File: config.mk
export PLATFORM = sky130hd
export DESIGN_NAME = pc_cu
export DESIGN_NICKNAME = d
export VERILOG_FILES = /design/src/rtl/pc_cu.sv
export SDC_FILE = /design/constraint.sdc
export NUM_CORES = 1
export LEC_CHECK = 0
export CORE_AREA = 4 4 78 153
export DETAILED_ROUTE_END_ITERATION = 8
export DIE_AREA = 0 0 82 157
export HOLD_SLACK_MARGIN = 0.03
export PLACE_DENSITY = 0.7
export SETUP_SLACK_MARGIN = 0.2
export SYNTH_ARGS = -nofsm -noshare
export SYNTH_HDL_FRONTEND = slang
export SYNTH_SLANG_ARGS = --single-unit
export TNS_END_PERCENT = 100
File: constraint.sdc
create_clock -name clk -period 3.6 [get_ports clk]
set_input_delay 1.08 -clock clk [delete_from_list [all_inputs] [get_ports clk]]
set_output_delay 1.08 -clock clk [all_outputs]
set_load 0.02 [all_outputs]
File: src/rtl/pc_cu.sv
// Fetch-side PC control: owns the PC, applies stage-4 redirects, sequences interrupt entry
// (drain, push return PC, vector) and holds the interrupt-enable flag.
module pc_cu #(
    parameter logic [31:0] RESET_PC     = 32'h0000_0000,
    parameter logic [31:0] ISR_VECTOR   = 32'h0000_03FC,
    parameter int unsigned DRAIN_CYCLES = 3
) (
    input  logic        clk,
    input  logic        rst,
    input  logic        Branch_s,
    input  logic        jump,
    input  logic        jr,
    input  logic        reti,
    input  logic [31:0] PC_in,
    input  logic        stall,
    input  logic        intr,
    input  logic        ie_set,
    input  logic        ie_clr,
    output logic [31:0] PC,
    output logic [31:0] PC4,
    output logic        flush,
    output logic        bubble,
    output logic        int_push,
    output logic [31:0] int_pc,
    output logic        intr_ack,
    output logic        IE
);

    localparam int unsigned     CntW    = (DRAIN_CYCLES > 1) ? $clog2(DRAIN_CYCLES) : 1;
    localparam logic [CntW-1:0] CntInit = CntW'(DRAIN_CYCLES - 1);

    typedef enum logic [1:0] {StRun, StDrain, StPush} state_e;

    state_e          state_q;
    logic [31:0]     pc_q;
    logic [31:0]     int_pc_q;
    logic [CntW-1:0] cnt_q;
    logic            ie_q;

    logic redirect;
    logic int_entry;
    logic push_ok;

    assign redirect  = Branch_s | jump | jr | reti;
    assign int_entry = (state_q == StRun) & ~redirect & intr & ie_q;

    always_ff @(posedge clk) begin
        if (rst) begin
            state_q  <= StRun;
            pc_q     <= RESET_PC;
            int_pc_q <= '0;
            cnt_q    <= '0;
            ie_q     <= 1'b0;
        end else begin
            if (reti | ie_set) begin
                ie_q <= 1'b1;
            end else if (int_entry | ie_clr) begin
                ie_q <= 1'b0;
            end

            case (state_q)
                StRun: begin
                    if (redirect) begin
                        pc_q <= PC_in;
                    end else if (int_entry) begin
                        state_q  <= StDrain;
                        cnt_q    <= CntInit;
                        int_pc_q <= pc_q;
                    end else if (!stall) begin
                        pc_q <= pc_q + 32'd4;
                    end
                end
                StDrain: begin
                    // A redirect retargets the saved return PC and restarts the drain.
                    if (redirect) begin
                        pc_q     <= PC_in;
                        int_pc_q <= PC_in;
                        cnt_q    <= CntInit;
                    end else if (cnt_q == '0) begin
                        state_q <= StPush;
                    end else begin
                        cnt_q <= cnt_q - CntW'(1);
                    end
                end
                StPush: begin
                    if (redirect) begin
                        state_q  <= StDrain;
                        pc_q     <= PC_in;
                        int_pc_q <= PC_in;
                        cnt_q    <= CntInit;
                    end else begin
                        state_q <= StRun;
                        pc_q    <= ISR_VECTOR;
                    end
                end
                default: state_q <= StRun;
            endcase
        end
    end

    // The push is squashed if the same cycle is overridden by reset or a redirect.
    assign push_ok  = (state_q == StPush) & ~redirect & ~rst;

    assign PC       = pc_q;
    assign PC4      = pc_q + 32'd4;
    assign flush    = redirect;
    assign bubble   = (state_q != StRun);
    assign int_push = push_ok;
    assign intr_ack = push_ok;
    assign int_pc   = int_pc_q;
    assign IE       = ie_q;

endmodule

==> impl.org <==
** Critical path
- Worst Setup Path Type :: flip-flop to primary output
- Worst R2R Start :: state_q[1]
- Capture point of the critical path :: PC4[29]
- Tracing the worst setup path back leads to its startpoint at PC[18].
- In this run the worst path has a maximum fanout of 3.
- The worst setup path is captured at a primary output.
- STA puts the critical path data arrival time at 2.35 ns.
- For the worst setup path, the data required time is 2.52 ns.
- The worst setup path is launched from a flip-flop.
- Capture instance of the worst register-to-register path :: PC[14]
- Number of cells on the worst reg-to-reg path :: 8
- Setup slack, reg-to-reg :: 0.87 ns

** Finish
- From synthesis to final layout, the design area changed by 53.2%.
- Layout fillers :: 987
- Cell area after layout :: 6490 µm²
- Fraction of layout cells with a size suffix above 1 :: 15.7%
- Net count reported at finish :: 739
- 0 antenna diodes ended up in the layout.

** Synthesis
- The netlist uses 57 different library cells.
- Synthesized instance count :: 533
- The share of the Yosys chip area taken by registers is 32.6%.
- After synthesis, the mean cell area works out to 7.95 µm².
- Net count after synthesis :: 582
- Summing every instance area after synthesis gives 4240 µm².
- Asr flop ratio synth :: 0%
- The synthesized design contains 0 enable-type register cells.
- Yosys reg bits :: 69
- Dominant register cell in the synthesized netlist :: dfxtp_1
- Yosys printed 0 warnings.

** Routing
- Average detailed-routed wire length per instance :: 18.3 µm
- Antenna Nets Post-Route :: 0
- The routed design uses 633 µm of met3 wire.
- Final WL :: 15,300 µm
- In the detailed route, the total length drawn on met2 is 8610 µm.
- In the routed layout, each cell is associated on average with a via count of 5.69.
- Wire length on met1 :: 5510 µm
- Summing over every cut layer, the via total after detailed routing is 4,748.
- For this block, the initial DRC count from the detailed router was 219.
- Residual DRC :: 0
- In this run the top signal layer used is met4.
- Before antenna repair, the detailed router went through 5 iterations.

** Hold path
- Path type of the worst min-delay path :: flip-flop to flip-flop

** Clock tree
- After clock tree synthesis, the clock-pin slew on the worst setup and hold paths is 0.06 ns.
- The tree built by TritonCTS fans out to 69 sinks.
- # H-tree levels :: 3
- Number of buffers created by CTS :: 9
- The tree is rooted in a clkbuf_16.
- TritonCTS built the clock tree.
- The later pin in the worst-skew pair is clocked with a latency of 0.33 ns.
- Clock Tree Buf Depth :: 2

** Timing
- The total count of max-transition violations in the final report came to 0.
- Headroom to the max-slew limit :: 45.0%
- Setup violation total in the final timing report :: 0
- Setup repair after global routing could not meet its margin everywhere.
- Portion of the clock cycle consumed by the worst path in the final layout :: 95.2%
- The number of failing hold endpoints at the final stage was 0.
- For the pin with the worst max-slew slack, the measured transition is 0.824 ns.
- Worst hold margin :: 0.475 ns
- Final worst setup slack :: 0.171 ns
- On the final layout, the worst clock skew is 0.00753 ns.
- The smallest clock period supported by the final layout is computed as 3.43 ns.
- Max Clock Freq :: 292 MHz

** Global route
- Antenna violations before repair :: 0
- Entering global routing, the biggest net connects 74 pins.
- The total overflow left after global routing is 0.
- The first global-routing pass estimated 24,400 µm of wire.
- Overall track demand over capacity in global routing :: 24.4%
- Number of global-route vias before repair :: 4,980

** Floorplan
- The core region is 10,800 µm².
- Top Ports :: 143
- Chip height :: 157 µm
- Number of core rows :: 54
- Horizontal die dimension :: 82 µm
- Total Die Area :: 12,900 µm²
- Initial Util :: 39.2%

** Status
- Status :: finished clean

** Placement
- Before CTS, the worst setup slack after placement is -0.268 ns.
- In this run the tool buffered the top-level ports with 142 buffer cells.
- Placed inst area :: 6100 µm²
- The congestion estimate from routability-driven global placement came to 0.826.
- DPL Wire Length :: 11,300 µm

** Power
- Cell area power density :: 459 nW/µm²
- Leak :: 2.34 nW
- Across the VDD grid, the largest voltage drop is 0.000269 V.

** Job
- Max Cap Viol :: 0
## worst min-delay path by stage
stage / to / start / depth (start not counted)
5_1_grt: cnt_q[1] / cnt_q[1] / 2
6_report: cnt_q[1] / cnt_q[1] / 2
3_5_place_dp: cnt_q[1] / cnt_q[1] / 2
3_3_place_gp: cnt_q[1] / cnt_q[1] / 2
2_1_floorplan: cnt_q[1] / cnt_q[1] / 2
4_1_cts: cnt_q[1] / cnt_q[1] / 2
## area by class of cell
type	instances	area [µm²]	area share, %
well taps	140	175	2.70
repair buffers	196	1820	28.1
clock inverters	6	136	2.10
multi-input cells	391	2660	41.0
inverters	23	86.3	1.33
clock buffers	9	225	3.47
flip-flops and latches	69	1390	21.3
## critical path, stage by stage (launching register included)
cell and delay (ns):
dfxtp_1 0.38, nand4_4 0.12, or4b_1 0.52, or4b_4 0.55, nor2_2 0.14, xor2_2 0.13, buf_2 0.17
## routing by layer
layer	vias to the layer above	GRT usage, %
met2	167	45.1
met3	37	2.81
met1	2280	25.8
met5	-	0
li1	2264	-
met4	0	13.0
## cell usage in the layout, fill, tap and decap left out, drive strengths merged, types with 20 or more instances in the layout
cell	instances
clkdlybuf4s50	115
dfxtp	69
nor2	66
buf	60
a211oi	39
nand2	38
mux2i	33
a21oi	31
inv	23
xnor2	20
## synth_stat cells, types with 5 or more instances
| library cell | count | area, µm² |
|---|---|---|
| o32ai_1 | 8 | 70.1 |
| xnor2_1 | 20 | 175 |
| buf_2 | 5 | 25.0 |
| a211oi_1 | 39 | 293 |
| o211ai_1 | 5 | 37.5 |
| clkbuf_1 | 40 | 150 |
| nand3_1 | 17 | 85.1 |
| a32oi_1 | 6 | 52.6 |
| nor3_1 | 12 | 60.1 |
| inv_1 | 23 | 86.3 |
| ha_1 | 7 | 87.6 |
| nor4_1 | 6 | 37.5 |
| nor2_1 | 66 | 248 |
| o2bb2ai_1 | 5 | 43.8 |
| a22oi_1 | 6 | 45.0 |
| o31a_1 | 5 | 43.8 |
| dfxtp_1 | 69 | 1380 |
| o221ai_1 | 6 | 52.6 |
| xor2_1 | 5 | 43.8 |
| a21oi_1 | 31 | 155 |
| nand2_1 | 38 | 143 |
| mux2i_1 | 33 | 330 |
| o21ai_0 | 10 | 50.1 |
| nand4_1 | 7 | 43.8 |
## where the power goes
| group | total [W] | internal, W | switching (W) | leakage, nW |
|---|---|---|---|---|
| logic | 0.00100 | 0.000450 | 0.000553 | 1.60 |
| registers | 0.000885 | 0.000830 | 0.0000550 | 0.566 |
| clock network | 0.00109 | 0.000744 | 0.000346 | 0.172 |
| total | 0.00298 | 0.00202 | 0.000954 | 2.34 |
## metrics by stage
| stage | utilization (%) | total power [W] | TNS [ns] | cells |
|---|---|---|---|---|
| global placement | 56.5 | 0.00190 | -0.647 | 817 |
| floorplan | - | 0.00148 | 0 | 533 |
| detailed placement | 56.5 | 0.00192 | -0.724 | 817 |
| finish | 60.0 | 0.00298 | 0 | 834 |
| global route | 60.0 | 0.00310 | 0 | 834 |
| CTS | 59.7 | 0.00299 | 0 | 833 |
## what timing repair did
action	in CTS	in global routing
endpoints found under the setup margin	24	19
hold buffers	0	0
setup buffers	1	1
pin swaps	2	5
resized for setup	51	28
## registers in the layout, summed over array words and instances (netlist names)
name / cells
state_q: 2
IE: 1
PC: 32
int_pc: 32
cnt_q: 2
## cells by family (layout without fill, tap and decap cells)
family                     count (synthesis)  after routing  share of synthesized area [%]
adders and majority gates                  7              7                           2.07
AOI/OAI and AO/OA                        146            146                           24.4
and+or+nand+nor                          180            180                           21.1
DFF                                       69             69                           32.6
xor gates and xnor gates                  25             25                           5.17
buffers and inverters                     73            234                           6.88
muxes                                     33             33                           7.80
Note: power is estimated with default switching activity, not from simulation.
